[config.mk]
export PLATFORM = sky130hd
export DESIGN_NAME = reflet_dma
export DESIGN_NICKNAME = d
export VERILOG_FILES = /design/src/rtl/reflet_dma.sv
export SDC_FILE = /design/constraint.sdc
export NUM_CORES = 1
export LEC_CHECK = 0
export CAP_MARGIN = 20
export CORE_ASPECT_RATIO = 1.4
export CORE_MARGIN = 3
export CORE_UTILIZATION = 52
export CTS_CLUSTER_DIAMETER = 100
export DETAILED_ROUTE_END_ITERATION = 7
export PLACE_DENSITY = 0.81
export SLEW_MARGIN = 30
export SYNTH_ARGS = -nofsm -noshare
export SYNTH_HDL_FRONTEND = slang
export SYNTH_SLANG_ARGS = --single-unit
[constraint.sdc]
create_clock -name clk -period 3.6 [get_ports clk]
set_input_delay 1.08 -clock clk [delete_from_list [all_inputs] [get_ports clk]]
set_output_delay 1.08 -clock clk [all_outputs]
set_load 0.05 [all_outputs]
[src/rtl/reflet_dma.sv]
// Word-copy DMA engine: a register window on the responder side and a
// request/grant initiator port that moves COUNT words from SRC to DST.
module reflet_dma #(
  parameter int                          wordsize       = 16,
  parameter int                          base_addr_size = 16,
  parameter logic [base_addr_size-1:0]   base_addr      = 16'hFF40,
  parameter int                          addr_width     = 16
) (
  input  logic                      clk,
  input  logic                      reset,
  input  logic                      enable,
  input  logic [base_addr_size-1:0] addr,
  input  logic [wordsize-1:0]       data_in,
  output logic [wordsize-1:0]       data_out,
  input  logic                      write_en,
  output logic                      interrupt,
  output logic                      bus_req,
  input  logic                      bus_grant,
  output logic [addr_width-1:0]     m_addr,
  output logic [wordsize-1:0]       m_data_out,
  input  logic [wordsize-1:0]       m_data_in,
  output logic                      m_write_en
);

  typedef enum logic [1:0] {IDLE, READ, LATCH, WRITE} state_t;

  state_t              state_q, state_d;
  logic [wordsize-1:0] src_q, src_d, dst_q, dst_d, count_q, count_d, buf_q, buf_d;
  logic                src_inc_q, src_inc_d, dst_inc_q, dst_inc_d, int_en_q, int_en_d;
  logic                done_q, done_d, aborted_q, aborted_d, interrupt_q, interrupt_d;

  logic [base_addr_size-1:0] offset;
  logic                      hit, busy, ctrl_wr, abort_wr;
  logic [wordsize-1:0]       count_dec;

  assign offset    = addr - base_addr;
  assign hit       = enable && (offset < base_addr_size'(4));
  assign busy      = (state_q != IDLE);
  assign ctrl_wr   = hit && write_en && (offset[1:0] == 2'd0);
  assign abort_wr  = ctrl_wr && data_in[1];
  assign count_dec = count_q - {{(wordsize-1){1'b0}}, 1'b1};

  always_comb begin
    state_d     = state_q;
    src_d       = src_q;
    dst_d       = dst_q;
    count_d     = count_q;
    buf_d       = buf_q;
    src_inc_d   = src_inc_q;
    dst_inc_d   = dst_inc_q;
    int_en_d    = int_en_q;
    done_d      = done_q;
    aborted_d   = aborted_q;
    interrupt_d = 1'b0;

    unique case (state_q)
      IDLE: begin
        if (hit && write_en && !abort_wr) begin
          unique case (offset[1:0])
            2'd0: begin
              src_inc_d = data_in[2];
              dst_inc_d = data_in[3];
              int_en_d  = data_in[4];
              if (data_in[5]) done_d = 1'b0;
              if (data_in[0]) begin
                aborted_d = 1'b0;
                if (count_q != '0) begin
                  done_d  = 1'b0;
                  state_d = READ;
                end else begin
                  // Empty transfer completes on the spot without touching the bus.
                  done_d      = 1'b1;
                  interrupt_d = data_in[4];
                end
              end
            end
            2'd1: src_d   = data_in;
            2'd2: dst_d   = data_in;
            2'd3: count_d = data_in;
          endcase
        end
      end
      READ: begin
        if (bus_grant) state_d = LATCH;
      end
      LATCH: begin
        buf_d   = m_data_in;
        state_d = WRITE;
      end
      WRITE: begin
        if (bus_grant) begin
          src_d   = src_q + {{(wordsize-1){1'b0}}, src_inc_q};
          dst_d   = dst_q + {{(wordsize-1){1'b0}}, dst_inc_q};
          count_d = count_dec;
          if (count_dec == '0) begin
            state_d     = IDLE;
            done_d      = 1'b1;
            interrupt_d = int_en_q;
          end else begin
            state_d = READ;
          end
        end
      end
    endcase

    // Abort overrides the sequencing but lets a granted write's updates stand.
    if (abort_wr) begin
      state_d     = IDLE;
      aborted_d   = 1'b1;
      done_d      = done_q;
      interrupt_d = 1'b0;
    end
  end

  always_ff @(posedge clk or negedge reset) begin
    if (!reset) begin
      state_q     <= IDLE;
      src_q       <= '0;
      dst_q       <= '0;
      count_q     <= '0;
      buf_q       <= '0;
      src_inc_q   <= 1'b0;
      dst_inc_q   <= 1'b0;
      int_en_q    <= 1'b0;
      done_q      <= 1'b0;
      aborted_q   <= 1'b0;
      interrupt_q <= 1'b0;
    end else begin
      state_q     <= state_d;
      src_q       <= src_d;
      dst_q       <= dst_d;
      count_q     <= count_d;
      buf_q       <= buf_d;
      src_inc_q   <= src_inc_d;
      dst_inc_q   <= dst_inc_d;
      int_en_q    <= int_en_d;
      done_q      <= done_d;
      aborted_q   <= aborted_d;
      interrupt_q <= interrupt_d;
    end
  end

  assign interrupt  = interrupt_q;
  assign bus_req    = busy;
  assign m_write_en = (state_q == WRITE) && bus_grant;
  assign m_addr     = (state_q == WRITE) ? addr_width'(dst_q) : addr_width'(src_q);
  assign m_data_out = buf_q;

  always_comb begin
    data_out = '0;
    if (hit) begin
      unique case (offset[1:0])
        2'd0: begin
          data_out[0] = busy;
          data_out[2] = src_inc_q;
          data_out[3] = dst_inc_q;
          data_out[4] = int_en_q;
          data_out[5] = done_q;
          data_out[6] = aborted_q;
        end
        2'd1: data_out = src_q;
        2'd2: data_out = dst_q;
        2'd3: data_out = count_q;
      endcase
    end
  end

endmodule
==> impl_metrics.yaml <==
status:
  outcome: "complete, but fails checks"
  failed_checks: "setup timing"
floorplan:
  die_area_um2: 11040
  row_count: 42
  start_util: 0.5358
  die_w_um: 89.67
  ios: 104
  die_h_um: 123.1
  coreArea_um2: 9512
critical_path:
  arrival_ns: 2.55
  regToRegStartpoint: "count_q[1]"
  path_cells: "clkdlybuf4s15_1 -> nand4_1 -> or4_4 -> buf_12 -> nor2b_4 -> buf_12"
  crit_fanout: 5
  crit_required_ns: 2.52
  cpPeakStageDelay_ns: 0.63
  start_kind: "input port"
  crit_type: "in -> out"
  ff2ff_setup_slack_ns: 0.83
  cp_common_cell: "buf_12"
  cp-end-kind: "primary output"
  startpoint: "addr[11]"
  slowest_stage: "or4_4"
sta:
  hold_violations: 0
  fin_crit_ns: 3.634
  max-slew-margin-rel: 0.3698
  worstMarginPinSlew_ns: 0.9443
  fin_tns_setup_ns: -0.2502
  fin_skew_ns: 0.01071
  rsz0062_at_grt: "yes"
  maxSlewViolCount: 0
  period_share: 1.010
  setup_viol: 16
  fmaxAchievable_mhz: 275.2
  setup_ws_ns: -0.03436
cts:
  clkSinkCount: 72
  path_clk_slew_ns: 0.06
  cts.path.max_buffers: 2
  root_buffer: "clkbuf_16"
  htree_levels: 3
  cts_tree: "done"
  cts_buffers: 9
  clk-insertion-delay-late_ns: 0.35
synth:
  synth_top_family_by_area: "compound AO/OA/AOI/OAI gates"
  synth-xor-area-share: 0.005156
  ys_types: 57
  synth.most_common_cell: "dfrtp_1"
  synth_common_cells: "dfrtp_1, o21ai_0, nand2_1"
  synth-compound-area-share: 0.2249
  synth.area.top_cells: "dfrtp_1, mux2_2, a22oi_1"
  synthAdderAreaFrac: 0.02946
  synth-simple-area-share: 0.2111
  ys_warn_count: 0
  synth.net_count: 640
  synth_area_um2: 5096
  synthFlopType: "dfrtp_1"
  seq_area_frac_synth: 0.3535
  synth_edf_count: 0
  synth_area_leader_cell: "dfrtp_1"
  postSynthCellCount: 575
  netlist.area_leader.share: 0.3535
  synthMuxAreaShare: 0.1284
  async_flop_share: 1.000
  syn_area_per_cell_um2: 8.863
  synth_seq_cells: 72
grt:
  grt_pass1_wl_um: 29780
  grt_max_degree: 60
  grt.overflow.total: 0
  grt_pass1_vias: 5562
  grtUsageTotal: 0.3596
  antenna_found_initial: 0
pwr:
  switching_share: 0.4724
  p_leak_nw: 2.948
  switching_power_mw: 2.239
  p_seq_frac: 0.301
  vdd_ir_drop_max_uv: 361.5
  power_density_nw_per_um2: 654.6
  power.total_mw: 4.739
  clockPowerShare: 0.186
  p_int_mw: 2.500
  p_comb_frac: 0.513
final_layout:
  syn_to_final_growth_pct: 42.06
  final_nets: 779
  diodes: 0
  layout-drive-gt1-share: 0.3004
placement:
  place_congestion: 0.9383
  io_buffers: 103
  dp_hpwl_um: 12730
detailed_routing:
  drt_wl_total_um: 19570
  firstDrtPassIters: 6
  vias_per_cell: 6.730
  wl_per_cell_um: 22.99
  drcViolationCount: 0
  drt-initial-drc-count: 702
  via_count: 5727
  antenna_left: 0
hold_path:
  hold_class: "reg -> reg"
  hold_start: "aborted_q"
run:
  maxCapViolCount: 0
-- cells in the final DEF, fill, tap and decap left out, drive strengths merged, types with 5 or more instances in the layout --
master and instances:
o21a 7, and3 6, or4 7, nand2 41
inv 23, buf 104, o31a 5, a22oi 37
nor4 7, o21ai 52, mux2 41, dfrtp 72
nand2b 5, or3 10, clkbuf 16, nor2b 10
clkdlybuf4s50 52, and2 5, a21oi 35, a211oi 18
mux2i 5, nand4 6, nor3 19, ha 12
mux4 6, nand3 23, nor2 36, nand4b 7
a31oi 5
-- critical path: cells and delay by family --
family	cells	cell delay, ns
simple gates	3	0.96
buf+inv	3	0.51
-- path summary, 6_finish.rpt --
path / to / cells past startpoint
setup / recovery: data_out[0] / 6
hold / removal: aborted_q / 1
setup reg to reg: state_q[0] / 8
hold reg to reg: aborted_q / 1
max in group asynchronous: count_q[11] / 2
min in group asynchronous: m_data_out[2] / 2
-- state kept, by name, indices dropped and copies added (netlist names) --
signal,cells
count_q,16
dst_q,16
m_data_out,16
src_q,16
state_q,2
aborted_q,1
done_q,1
dst_inc_q,1
int_en_q,1
interrupt,1
src_inc_q,1
-- power by group through the flow --
stage               clock network (mW)  registers (mW)  logic, mW
CTS                              0.880            1.40       2.36
global route                     0.920            1.45       2.60
finish                           0.883            1.43       2.43
floorplan                            0            1.57       1.35
detailed placement                   0            1.41       2.33
global placement                     0            1.39       2.28
-- final cells by class --
type | count | area (um^2)
repair buffers | 169 | 1677
clock inverters | 7 | 61.31
clock buffers | 9 | 225.2
flip-flops and latches | 72 | 1802
well taps | 132 | 165.2
multi-input cells | 443 | 3238
fillers | 644 | 2272
inverters | 19 | 71.32
-- metal layers --
metal  routed length [um]  vias to the layer above  GRT usage
li1                     -                     2436          -
met1                 6699                     2692     0.4127
met2                 9390                      470     0.5788
met3                 1980                      129    0.08200
met4                 1496                        0     0.2523
met5                    0                        -          0
-- through the flow --
stage	worst slack, ns	std cells	hold WS, ns	instance area (um^2)	util
finish	-0.03436	851	0.4935	7239	0.7611
global placement	-0.3913	806	0.4699	6605	0.6944
detailed placement	-0.4528	806	0.4802	6605	0.6944
CTS	-0.2471	850	0.4939	7209	0.7580
floorplan	0.01922	575	0.4451	5213	-
global route	-0.03388	851	0.5149	7239	0.7611
-- cells by family after synthesis --
family,after synthesis
buffers and inverters,60
adder cells (fa/ha/maj),12
multiplexers,52
flip-flops,72
AND/OR/NAND/NOR,198
XOR/XNOR,3
AO/OA/AOI/OAI,178
-- timing repair --
| item | 4_1_cts | 5_1_grt |
|---|---|---|
| pin swaps | 8 | 10 |
| setup endpoints to repair | 16 | 36 |
| setup buffers | 25 | 6 |
| resized for setup | 42 | 51 |
| hold buffers | 0 | 0 |
| cloned | 3 | 1 |
Power figures use the tool's default switching activity.
